==> config.mk <==
export PLATFORM = sky130hd
export DESIGN_NAME = i2c_slave_regs
export DESIGN_NICKNAME = d
export VERILOG_FILES = /design/src/rtl/i2c_slave_regs.sv
export SDC_FILE = /design/constraint.sdc
export NUM_CORES = 1
export LEC_CHECK = 0
export CAP_MARGIN = 25
export CORE_ASPECT_RATIO = 1.75
export CORE_MARGIN = 10
export CORE_UTILIZATION = 54
export CTS_CLUSTER_SIZE = 10
export DETAILED_ROUTE_END_ITERATION = 16
export DONT_BUFFER_PORTS = 1
export GPL_ROUTABILITY_DRIVEN = 1
export PLACE_DENSITY = 0.69
export SKIP_LAST_GASP = 1
export SLEW_MARGIN = 20
export SYNTH_ARGS = -nofsm -noshare
export SYNTH_HDL_FRONTEND = slang
export SYNTH_SLANG_ARGS = --single-unit
export TNS_END_PERCENT = 100
==> constraint.sdc <==
create_clock -name clk -period 4.7 [get_ports clk]
set_clock_uncertainty 0.1 [all_clocks]
set_input_delay 0.705 -clock clk [delete_from_list [all_inputs] [get_ports clk]]
set_output_delay 0.705 -clock clk [all_outputs]
set_load 0.02 [all_outputs]
==> src/rtl/i2c_slave_regs.sv <==
// i2c_slave_regs: I2C responder bridging transfers to a byte-wide register port
module i2c_slave_regs #(
  parameter logic [6:0] DEV_ADDR = 7'h50,
  parameter int FILT_LEN = 3,
  parameter int SDA_HOLD = 4,
  parameter int PTR_WID = 8
) (
  input  logic               clk,
  input  logic               rst,
  input  logic               sclIn,
  input  logic               sdaIn,
  output logic               sdaOut,
  output logic [PTR_WID-1:0] regAddr,
  output logic [7:0]         regWrData,
  output logic               regWrEn,
  output logic               regRdEn,
  input  logic [7:0]         regRdData,
  output logic               busy,
  output logic               done,
  output logic [7:0]         debug
);
  typedef enum logic [3:0] {
    IDLE, ADDR, ADDR_ACK, PTR, WR, WR_ACK, RD_LOAD, RD, RD_MACK, IGNORE
  } state_t;
  localparam int HW = $clog2(SDA_HOLD + 1);
  state_t state_q, state_d;
  logic [1:0] scl_sync_q, sda_sync_q;
  logic [FILT_LEN-1:0] scl_hist_q, sda_hist_q;
  logic scl_f_q, scl_f_d, sda_f_q, sda_f_d, scl_p_q, sda_p_q;
  logic [HW-1:0] hold_q, hold_d;
  logic [2:0] bit_cnt_q, bit_cnt_d;
  logic [7:0] sr_q, sr_d, wr_data_q, wr_data_d;
  logic [PTR_WID-1:0] addr_q, addr_d;
  logic sda_out_q, sda_out_d, wr_en_q, wr_en_d, rd_en_q, rd_en_d;
  logic busy_q, busy_d, done_q, done_d, rw_q, rw_d, skip_q, skip_d;
  logic scl_rise, scl_fall, start, stop, tick;
  logic [7:0] rx_byte;
  assign scl_rise = scl_f_q & ~scl_p_q;
  assign scl_fall = ~scl_f_q & scl_p_q;
  // SCL must have been high on both samples so a coincident SCL rise counts as data
  assign start = scl_f_q & scl_p_q & ~sda_f_q & sda_p_q;
  assign stop = scl_f_q & scl_p_q & sda_f_q & ~sda_p_q;
  assign tick = hold_q == HW'(1);
  assign rx_byte = {sr_q[6:0], sda_f_q};
  assign sdaOut = sda_out_q;
  assign regAddr = addr_q;
  assign regWrData = wr_data_q;
  assign regWrEn = wr_en_q;
  assign regRdEn = rd_en_q;
  assign busy = busy_q;
  assign done = done_q;
  assign debug = {scl_f_q, bit_cnt_q, state_q};
  always_comb begin
    scl_f_d = &scl_hist_q | (scl_f_q & |scl_hist_q);
    sda_f_d = &sda_hist_q | (sda_f_q & |sda_hist_q);
    hold_d = scl_fall ? HW'(SDA_HOLD) : (hold_q != '0) ? hold_q - 1'b1 : hold_q;
    state_d = state_q;
    bit_cnt_d = bit_cnt_q;
    sr_d = rd_en_q ? regRdData : sr_q;
    wr_data_d = wr_data_q;
    addr_d = (wr_en_q | rd_en_q) ? addr_q + 1'b1 : addr_q;
    sda_out_d = sda_out_q;
    wr_en_d = 1'b0;
    rd_en_d = 1'b0;
    busy_d = busy_q;
    done_d = 1'b0;
    rw_d = rw_q;
    skip_d = skip_q;
    if (start) begin
      state_d = ADDR;
      bit_cnt_d = '0;
      sda_out_d = 1'b1;
    end else if (stop) begin
      state_d = IDLE;
      sda_out_d = 1'b1;
      busy_d = 1'b0;
      done_d = busy_q;
    end else begin
      case (state_q)
        ADDR: if (scl_rise) begin
          sr_d = rx_byte;
          bit_cnt_d = bit_cnt_q + 1'b1;
          if (bit_cnt_q == 3'd7) begin
            state_d = (rx_byte[7:1] == DEV_ADDR) ? ADDR_ACK : IGNORE;
            busy_d = busy_q | (rx_byte[7:1] == DEV_ADDR);
            rw_d = rx_byte[0];
            skip_d = busy_q;
          end
        end
        ADDR_ACK, WR_ACK: begin
          if (tick) sda_out_d = 1'b0;
          if (scl_rise) begin
            state_d = (state_q == WR_ACK) ? WR : rw_q ? RD_LOAD : skip_q ? WR : PTR;
            bit_cnt_d = '0;
            rd_en_d = (state_q == ADDR_ACK) & rw_q;
          end
        end
        PTR, WR: begin
          if (tick) sda_out_d = 1'b1;
          if (scl_rise) begin
            sr_d = rx_byte;
            bit_cnt_d = bit_cnt_q + 1'b1;
            if (bit_cnt_q == 3'd7) begin
              state_d = WR_ACK;
              if (state_q == PTR) addr_d = PTR_WID'(rx_byte);
              else begin
                wr_data_d = rx_byte;
                wr_en_d = 1'b1;
              end
            end
          end
        end
        RD_LOAD: if (tick) begin
          sda_out_d = sr_q[7];
          bit_cnt_d = '0;
          state_d = RD;
        end
        RD: if (tick) begin
          sda_out_d = (bit_cnt_q == 3'd7) ? 1'b1 : sr_q[6];
          sr_d = {sr_q[6:0], 1'b0};
          bit_cnt_d = bit_cnt_q + 1'b1;
          state_d = (bit_cnt_q == 3'd7) ? RD_MACK : RD;
        end
        RD_MACK: if (scl_rise) begin
          state_d = sda_f_q ? IGNORE : RD_LOAD;
          rd_en_d = ~sda_f_q;
        end
        default: if (tick) sda_out_d = 1'b1;
      endcase
    end
  end
  always_ff @(posedge clk) begin
    if (rst) begin
      scl_sync_q <= '1;
      sda_sync_q <= '1;
      scl_hist_q <= '1;
      sda_hist_q <= '1;
      scl_f_q <= 1'b1;
      sda_f_q <= 1'b1;
      scl_p_q <= 1'b1;
      sda_p_q <= 1'b1;
      hold_q <= '0;
      state_q <= IDLE;
      bit_cnt_q <= '0;
      sr_q <= '0;
      wr_data_q <= '0;
      addr_q <= '0;
      sda_out_q <= 1'b1;
      wr_en_q <= 1'b0;
      rd_en_q <= 1'b0;
      busy_q <= 1'b0;
      done_q <= 1'b0;
      rw_q <= 1'b0;
      skip_q <= 1'b0;
    end else begin
      scl_sync_q <= {scl_sync_q[0], sclIn};
      sda_sync_q <= {sda_sync_q[0], sdaIn};
      scl_hist_q <= {scl_hist_q[FILT_LEN-2:0], scl_sync_q[1]};
      sda_hist_q <= {sda_hist_q[FILT_LEN-2:0], sda_sync_q[1]};
      scl_f_q <= scl_f_d;
      sda_f_q <= sda_f_d;
      scl_p_q <= scl_f_q;
      sda_p_q <= sda_f_q;
      hold_q <= hold_d;
      state_q <= state_d;
      bit_cnt_q <= bit_cnt_d;
      sr_q <= sr_d;
      wr_data_q <= wr_data_d;
      addr_q <= addr_d;
      sda_out_q <= sda_out_d;
      wr_en_q <= wr_en_d;
      rd_en_q <= rd_en_d;
      busy_q <= busy_d;
      done_q <= done_d;
      rw_q <= rw_d;
      skip_q <= skip_d;
    end
  end
endmodule

* Word-level counts from Yosys, hierarchy flattened
Index checks and enable logic that the tools add are counted.
** Word-level totals
- Output and inout port bits :: 29
- Logic and storage cells :: 158
- Input port bits :: 12
- Bits in registers :: 55
** Cells by class
- Equal/unequal tests :: 28
- Reduce and logical (&&, ||, !) cells :: 28
- Muxes and demuxes :: 51
- Bitwise gates (word level) :: 25
- Add/subtract/negate cells :: 3
** Operator list (number)
- two-way mux 8 bit :: 12
- two-way mux 4 bit :: 11
- != test 4 bit, second input constant :: 8
- two-way mux 3 bit :: 9
- one-hot mux 4 bit (6 select lines) :: 1
- AND reduction 9 bit :: 2
- == test 4 x 3 -> 1 bit, second input constant :: 4
- != test 2 bit, second input constant :: 8
- one-hot mux 8 bit (2 select lines) :: 1
- OR reduction 3 bit :: 5
- two-way mux 1 bit :: 14
- one-hot mux 3 bit (4 select lines) :: 1
- AND reduction 6 bit :: 2
- NOT 1 bit :: 11
- bitwise AND 1 bit :: 10
- OR reduction 2 bit :: 5
- adder 8 x 1 -> 8 bit, second input constant :: 1
- == test 4 x 2 -> 1 bit, second input constant :: 2
- nonzero test 2 bit :: 4
- nonzero test 8 bit :: 1
- == test 7 bit, second input constant :: 1
- AND reduction 3 bit :: 2
- nonzero test 6 bit :: 1
- OR reduction 6 bit :: 1
- 15 further kinds :: 18

* Depth between registers and ports, before layout
Gate-level depths: netlist of the first run.
- Word-level depth :: 8
- Gate-level depth with buffers :: 8

* Worst setup path before layout of the first run
No wires, ideal clock.
- Kind :: register to register
- Start :: register state_q[2]
- End :: register sr_q[5]
- Stages on the path, launching flop included :: 7
- Slack :: 2574 ps
- Setup time :: 70 ps
- Path buffers :: 1
- Data arrival time :: 1956 ps
- Data required time :: 4530 ps
- Cells stage by stage :: dfxtp_1 buf_4 or3b_4 a211oi_2 o22ai_2 or4b_1 a21oi_1
** Between the ends
- Word-level cells in the longest chain between the ends :: 5
** Ends and longest elaborated chain
- from (decl) :: RTL line 26 : state_t state_q, state_d;
- from (signal assigned) :: RTL line 165 : state_q <= state_d;
- == test 4 x 2 -> 1 bit (tied with other cells) :: RTL line 79 : case (state_q)
- OR reduction 3 bit (no source line)
- one-hot mux 8 bit (2 select lines) * :: RTL line 79
- two-way mux 8 bit * :: RTL line 73 : end else if (stop) begin
- two-way mux 8 bit * :: RTL line 69 : if (start) begin
- to (signal assigned) :: RTL line 167 : sr_q <= sr_d;
- to (decl) :: RTL line 32 : logic [7:0] sr_q, sr_d, wr_data_q, wr_data_d;
Every way passes the cells marked *; elsewhere a longest branch is shown, timed or not.
A chain may end at the register's enable or synchronous reset.

* Final worst setup path of the first run
- Start :: register state_q[2]
- End :: register bit_cnt_q[1]
** Between the ends
- Word-level cells in the longest chain between the ends :: 4
** Ends and longest elaborated chain
- == test 4 x 2 -> 1 bit (tied with other cells) :: RTL line 79
- OR reduction 3 bit (no source line) or OR reduction 2 bit (tied branches)
- != test 2 x 1 -> 1 bit (no source line) (tied with other cells)
- AND reduction 6 bit (no source line)
- to (signal assigned) :: RTL line 166 : bit_cnt_q <= bit_cnt_d;
- to (decl) :: RTL line 31 : logic [2:0] bit_cnt_q, bit_cnt_d;
Several ways; a longest one is shown, not always the timed one.

==> impl_metrics.toml, run 1 <==
[status]
status = "complete, no violations"

[yosys]
ys_seq_area_frac = 0.4076
yosys_register_bits = 55
synthDistinctLibCells = 54
synth_enable_flop_cells = 0
syn_inst = 310
yosys_warnings = 0
syn_avg_cell_area_sq_um = 8.714
synth-main-ff-cell = "dfxtp_1"
synthArstFlopShare = 0
syn_nets = 328
syn_area_sq_um = 2701

[routing]
met1_length_mm = 2.511
dr.pass1.iters = 4
routed.top_layer = "met4"
routed_wl_mm = 6.443
drtAntennaViolNets = 0
wire_per_inst_microns = 18.36
wl_met2_mm = 3.324
via_per_inst = 6.054
wl_met3_microns = 392
drcViolationCount = 0
drt_iter0_drc = 133
vias = 2125

[final_layout]
drive_above_1_share = 0.1178
nNetsFinal = 315
num-fill-cells = 473
diodes = 0
area_growth_pct = 2.964
postLayoutCellArea_sq_um = 2781

[global_routing]
grt_pass1_vias = 2183
grt_first_pass_wirelength_mm = 10.90
antenna_found_initial = 0
overflow = 0
track_usage = 0.1601
grt_max_degree = 49

[sta]
rsz0062_at_grt = "no"
max_freq_mhz = 372.7
slew_violations = 0
slew_headroom = 0.3470
hold_violations = 0
finalSetupTns_ns = 0
period_needed_ns = 2.683
fin_crit_sh = 0.5709
fin_hold_ws_ns = 0.3139
worstMarginPinSlew_ns = 0.9782
timing.final.setup_violations = 0

[power_and_ir_drop]
power_density_nw_per_um2 = 366.6
p_leak_nw = 0.9703
power_mw = 1.020
ir_drop_uv = 287.5

[setup_path]
critPathBufInv = 0
path_max_fanout = 20
cp.arrival_ns = 2.79
crit_family = "simple AND/OR/NAND/NOR gates"
crit_path_top_delay_cell = "dfxtp_1"
crit_path_cell_trace = "nand2_1, a21oi_1, o221ai_2, or4b_2, a211oi_1"
max_stage_delay_ns = 0.85
setup.worst_path.class = "reg2reg"
crit_required_ns = 4.81
startpoint_type = "flip-flop"
worstSetupEndpointType = "flip-flop"

[die]
dieArea_sq_um = 8343
row_count = 34
initial_utilization = 0.5522
die_w_microns = 73.47
placeableCoreArea_sq_um = 4892
io_pins = 41
die_h_microns = 113.6

[cts]
clock_latency_ns = 0.30
clockBufferDepth = 2
clk_pin_slew_ns = 0.09
clock_sinks = 55
numCtsBuffers = 5
cts_resized = 0
hold_buffers = 0
cts_setup_buffers = 0
cts-root-buf = "clkbuf_8"
htreeDepth = 2
cts_tree = "yes"

[place]
routabilityCongestion = 0.8398
placed_area_sq_um = 2679
port_buffers = 0
dp_hpwl_mm = 4.696

[flow_run]
max-cap-violations = 0

[min_path]
worstHoldPathType = "reg2reg"
-- layer usage --
layer,global-route usage,vias up
li1,-,1073
met5,0,-
met4,0.08489,0
met3,0.03565,15
met2,0.2757,62
met1,0.1734,975
-- where the power goes --
part | internal (mW) | leakage, nW | switching (mW)
sequential | 0.489 | 0.446 | 0.0603
clock | 0.156 | 0.0513 | 0.144
combinational | 0.0855 | 0.473 | 0.0843
total | 0.731 | 0.970 | 0.289
-- cells by family (layout without fill, tap and decap cells) --
logic type               count (synthesis)  count (layout)  synth area share
AND/OR/NAND/NOR                        128             128            0.2506
AO/OA/AOI/OAI                           72              72            0.1955
flip-flops                              55              55            0.4076
buffers and inverters                   28              15           0.04446
XOR/XNOR                                11              11           0.03566
multiplexers                            10              10           0.03844
adder cells (fa/ha/maj)                  6               6           0.02779
-- registers in the layout, indices dropped and copies added (netlist names), 2 cells and up --
name,count
regWrData,8
state_q,4
sr_q,8
scl_hist_q,3
bit_cnt_q,3
hold_q,3
sda_sync_q,2
regAddr,8
sda_hist_q,3
scl_sync_q,2
-- cells in the mapped netlist, drive strengths merged, types with 3 or more instances --
master	number	area [sq um]
a211oi	15	117.6
a21o	3	22.52
a21oi	21	105.1
buf	7	41.28
clkbuf	13	48.80
dfxtp	55	1101
ha	6	75.07
inv	8	30.03
mux2	3	33.78
mux2i	7	70.07
nand2	32	120.1
nand2b	6	37.54
nand3	8	40.04
nand4	3	18.77
nor2	27	101.4
nor2b	7	43.79
nor3	8	40.04
o21a	4	30.03
o21ai	6	30.03
o22ai	6	43.79
or2	15	93.84
or3	3	18.77
or4	3	22.52
or4b	5	50.05
xnor2	4	35.03
xor2	7	61.31
-- final cells by class --
type / instances / area [sq um] / share of cell area
multi-input combinational: 227 / 1480 / 0.5322
tap: 54 / 67.56 / 0.02429
clock buffer: 6 / 72.57 / 0.02609
inverter: 8 / 30.03 / 0.01080
clock inverter: 1 / 30.03 / 0.01080
sequential: 55 / 1101 / 0.3959
-- placed cells by master, fill, tap and decap left out, types with 5 or more instances in the layout --
cell type,n
dfxtp_1,55
nand2_1,32
nor2_1,27
a21oi_1,21
or2_2,15
a211oi_1,14
inv_1,8
nor3_1,8
nand3_1,8
nor2b_1,7
mux2i_1,7
xor2_1,7
nand2b_1,6
o21ai_0,6
ha_1,6
o22ai_1,5
clkbuf_8,5
-- metrics by stage --
stage	instances	worst slack [ns]	util
2_1_floorplan	310	2.574	-
3_3_place_gp	344	2.119	0.5476
3_5_place_dp	344	2.056	0.5476
4_1_cts	351	2.037	0.5685
5_1_grt	351	1.836	0.5685
6_report	351	2.017	0.5685
-- path summary, 6_finish.rpt --
path | from | endpoint | slack, ns | cells after the start
worst max register to register | state_q[2] | bit_cnt_q[1] | 2.02 | 5
worst min register to register | sda_sync_q[1] | sda_hist_q[0] | 0.31 | 1
worst max-delay path | state_q[2] | bit_cnt_q[1] | 2.02 | 5
worst min-delay path | sda_sync_q[1] | sda_hist_q[0] | 0.31 | 1
Power figures use the tool's default switching activity.
==> run 2: changes to the inputs <==
==> constraint.sdc (replaced) <==
create_clock -name clk -period 2.75 [get_ports clk]
set_clock_uncertainty 0.1 [all_clocks]
set_input_delay 0.4125 -clock clk [delete_from_list [all_inputs] [get_ports clk]]
set_output_delay 0.4125 -clock clk [all_outputs]
set_load 0.02 [all_outputs]
==> impl_metrics.toml, run 2 (synthesis gave the netlist of run 1 again) <==
[status]
status = "complete, no violations"

[setup_path]
crit_path_cell_trace = "ha_1, ha_1, inv_1, nor3_1, nand2_1, nor3b_1, a211oi_1"
crit_required_ns = 2.82
crit_path_top_delay_cell = "dfxtp_1"
critPathMostFrequentCell = "ha_1"
crit_family = "simple AND/OR/NAND/NOR gates"
path_max_fanout = 16
setup.worst_path.class = "reg2reg"
cp.arrival_ns = 2.49
critPathBufInv = 1
max_stage_delay_ns = 0.51
startpoint_type = "flip-flop"
worstSetupEndpointType = "flip-flop"

[power_and_ir_drop]
seqPwrFrac = 0.529
ir_drop_uv = 463.5
power_frac_comb = 0.202
power_density_nw_per_um2 = 597.8
internal-power_mw = 1.204
p_sw_frac = 0.2949
power_mw = 1.708
p_leak_nw = 1.022
p_clk_frac = 0.270
switching_power_mw = 0.5036

[sta]
slew_violations = 0
period_needed_ns = 2.420
worstMarginPinSlew_ns = 0.7115
max_freq_mhz = 413.2
timing.final.setup_violations = 0
finalSetupTns_ns = 0
fin_ws_ns = 0.3301
rsz0062_at_grt = "no"
fin_crit_sh = 0.8800
slew_headroom = 0.5250
hold_violations = 0

[cts]
cts_resized = 0
cts_tree = "yes"
clock_sinks = 55
cts-root-buf = "clkbuf_8"
numCtsBuffers = 5
clk_pin_slew_ns = 0.09
cts_setup_buffers = 0
clock_latency_ns = 0.30
hold_buffers = 0
htreeDepth = 2
clockBufferDepth = 2

[die]
io_pins = 41
die_w_microns = 73.47
die_h_microns = 113.6
dieArea_sq_um = 8343
row_count = 34
placeableCoreArea_sq_um = 4892
initial_utilization = 0.5522

[routing]
wire_per_inst_microns = 18.22
vias = 2211
routed_wl_mm = 6.614
drtAntennaViolNets = 0
drt_iter0_drc = 164
drcViolationCount = 0
via_per_inst = 6.091
dr.pass1.iters = 4

[flow_run]
max-cap-violations = 0

[global_routing]
use_met1 = 0.1712
grt_pass1_vias = 2197
grt_first_pass_wirelength_mm = 10.98
overflow = 0
antenna_found_initial = 0
use_met2 = 0.2808
grt_max_degree = 49
grt-busiest-layer = "met2"
track_usage = 0.1616
grt.met3_usage = 0.03391

[place]
routabilityCongestion = 0.9583
post-place-cells = 355
place_ws_ns = 0.3533
port_buffers = 0
placed_area_sq_um = 2761
dp_hpwl_mm = 4.994

[final_layout]
drive_above_1_share = 0.1521
postLayoutCellArea_sq_um = 2856
nNetsFinal = 326
diodes = 0
final_common_cell = "dfxtp_1"
most-common-layout-cells = "dfxtp_1 (55), nand2_1 (32), nor2_1 (27), a21oi_1 (21), or2_2 (15)"
area_growth_pct = 5.743
num-fill-cells = 451
final_cells = 363

[min_path]
worstHoldPathType = "in2reg"
-- run 2: cell type report --
type                    instances  area [sq um]  area share
inverters                       8         30.03     0.01051
well taps                      54         67.56     0.02365
clock inverters                 1         8.758    0.003066
multi-input cells             227          1480      0.5182
flip-flops and latches         55          1101      0.3855
repair buffers                 11         82.58     0.02891
clock buffers                   7         86.33     0.03022
-- run 2: path summary, 6_finish.rpt --
check,from,end,slack (ns),cells after the start
max reg2reg,bit_cnt_q[0],regAddr[0],0.33,7
min reg2reg,sda_sync_q[1],sda_hist_q[0],0.32,1
max,bit_cnt_q[0],regAddr[0],0.33,7
min,rst,hold_q[2],0.08,1
-- run 2: metrics by stage --
step           utilization  hold slack, ns
5_1_grt             0.5839         0.05671
3_5_place_dp        0.5645          0.2955
4_1_cts             0.5839         0.06700
6_report            0.5839         0.07808
2_1_floorplan            -          0.2895
3_3_place_gp        0.5645          0.2909
-- run 2: power groups by stage --
stage | logic (mW) | registers [mW] | clock network (mW)
floorplan | 0.311 | 0.897 | 0
global placement | 0.337 | 0.920 | 0
detailed placement | 0.346 | 0.921 | 0
CTS | 0.347 | 0.903 | 0.470
global route | 0.392 | 0.911 | 0.511
finish | 0.344 | 0.903 | 0.460
-- run 2: metal layers --
layer | routed length (microns) | share of wire
met2 | 3498 | 0.53
met4 | 233 | 0.035
met5 | 0 | 0
met1 | 2507 | 0.38
met3 | 375 | 0.057
==> run 3: changes to the inputs <==
--- a/config.mk
+++ b/config.mk
@@ -9,11 +9,12 @@
 export CORE_ASPECT_RATIO = 1.75
 export CORE_MARGIN = 10
 export CORE_UTILIZATION = 54
+export CTS_BUF_LIST = sky130_fd_sc_hd__clkbuf_4 sky130_fd_sc_hd__clkbuf_8 sky130_fd_sc_hd__clkbuf_16
 export CTS_CLUSTER_SIZE = 10
 export DETAILED_ROUTE_END_ITERATION = 16
 export DONT_BUFFER_PORTS = 1
 export GPL_ROUTABILITY_DRIVEN = 1
-export PLACE_DENSITY = 0.69
+export PLACE_DENSITY = 0.71
 export SKIP_LAST_GASP = 1
 export SLEW_MARGIN = 20
 export SYNTH_ARGS = -nofsm -noshare
==> constraint.sdc (replaced) <==
create_clock -name clk -period 2.75 [get_ports clk]
set_clock_uncertainty 0.1 [all_clocks]
set_input_delay 0.275 -clock clk [delete_from_list [all_inputs] [get_ports clk]]
set_output_delay 0.275 -clock clk [all_outputs]
set_load 0.02 [all_outputs]
==> impl_metrics.toml, run 3 (synthesis gave the netlist of run 1 again) <==
[power_and_ir_drop]
ir_drop_uv = 578.4
p_sw_frac = 0.3079
power_density_nw_per_um2 = 594.0
switching_power_mw = 0.5298
p_leak_nw = 1.045
power_frac_comb = 0.219
internal-power_mw = 1.191
p_clk_frac = 0.258
seqPwrFrac = 0.523

[place]
routabilityCongestion = 0.9195
dp_hpwl_mm = 4.873
place_ws_ns = 0.3152
port_buffers = 0

[final_layout]
drive_above_1_share = 0.1597
area_growth_pct = 7.226
nNetsFinal = 330
most-common-layout-cells = "dfxtp_1 (55), nand2_1 (32), nor2_1 (27), a21oi_1 (21), or2_2 (15)"
diodes = 0
final_common_cell = "dfxtp_1"

[setup_path]
startpoint_type = "flip-flop"
crit_required_ns = 2.83
max_stage_delay_ns = 0.51
crit_path_cell_trace = "ha_1, ha_1, inv_1, nor3_1, nand2_1, nor3b_1, a211oi_1"
critPathMostFrequentCell = "ha_1"
crit_path_top_delay_cell = "dfxtp_1"
path_max_fanout = 16
worstSetupEndpointType = "flip-flop"
cp.arrival_ns = 2.54
setup.worst_path.class = "reg2reg"
critPathBufInv = 1
crit_family = "simple AND/OR/NAND/NOR gates"

[global_routing]
grt_first_pass_wirelength_mm = 10.86
track_usage = 0.1592
overflow = 0
grt_pass1_vias = 2189
grt_max_degree = 46
antenna_found_initial = 0

[flow_run]
max-cap-violations = 0

[sta]
fin_ws_ns = 0.2910
rsz0062_at_grt = "no"
period_needed_ns = 2.459
slew_headroom = 0.6315
timing.final.setup_violations = 0
hold_violations = 0
worstMarginPinSlew_ns = 0.5520
max_freq_mhz = 406.7
fin_crit_sh = 0.8942
finalSetupTns_ns = 0
slew_violations = 0

[cts]
cts-root-buf = "clkbuf_8"
clock_sinks = 55
numCtsBuffers = 5
clockBufferDepth = 2
clock_latency_ns = 0.31
cts_tree = "yes"
htreeDepth = 2
clk_pin_slew_ns = 0.10
cts_resized = 0

[die]
dieArea_sq_um = 8343
row_count = 34
initial_utilization = 0.5522
placeableCoreArea_sq_um = 4892
die_w_microns = 73.47
die_h_microns = 113.6
io_pins = 41

[routing]
vias = 2223
routed_wl_mm = 6.528
via_per_inst = 6.057
drcViolationCount = 0
drt_iter0_drc = 117
dr.pass1.iters = 4
drtAntennaViolNets = 0
wire_per_inst_microns = 17.79

[min_path]
worstHoldPathType = "in2reg"

[status]
status = "complete, no violations"
## run 3: path summary, 6_finish.rpt
check	end	depth (start not counted)	from	slack, ns
worst max-delay path	regAddr[0]	7	bit_cnt_q[0]	0.29
worst min-delay path	sr_q[6]	2	regRdData[6]	0.04
worst max register to register	regAddr[0]	7	bit_cnt_q[0]	0.29
worst min register to register	sda_hist_q[0]	1	sda_sync_q[1]	0.31
## run 3: power groups by stage
stage	Sequential [mW]	Combinational, mW	Clock, mW
after floorplan	0.897	0.311	0
after global placement	0.919	0.351	0
after detailed placement	0.918	0.360	0
after CTS	0.900	0.377	0.461
after global routing	0.908	0.424	0.492
final	0.900	0.376	0.445
## run 3: layer usage
layer  global-route usage  share of wire
met1               0.1638           0.37
met2               0.2905           0.54
met3              0.03391          0.061
met4              0.07116          0.034
met5                    0              0
## run 3: repair_timing
action                    CTS  global route
hold buffers                3             0
hold endpoints to repair   45             0
buffers inserted            0             0
## run 3: final cells by class
| type | count | area, sq um |
|---|---|---|
| clock inverters | 3 | 18.77 |
| fillers | 464 | 1996 |
| flip-flops and latches | 55 | 1101 |
| multi-input cells | 227 | 1480 |
| well taps | 54 | 67.56 |
| clock buffers | 5 | 68.82 |
| inverters | 8 | 30.03 |
| repair buffers | 15 | 130.1 |
## run 3: per-stage QoR
step | util | power [mW] | cell area, sq um | std cells | hold slack, ns
floorplan | - | 1.207 | 2701 | 310 | 0.2788
global placement | 0.5660 | 1.270 | 2769 | 356 | 0.2493
detailed placement | 0.5660 | 1.278 | 2769 | 356 | 0.2515
CTS | 0.5921 | 1.738 | 2897 | 367 | 0.03876
global route | 0.5921 | 1.824 | 2897 | 367 | 0.06227
finish | 0.5921 | 1.721 | 2897 | 367 | 0.04325
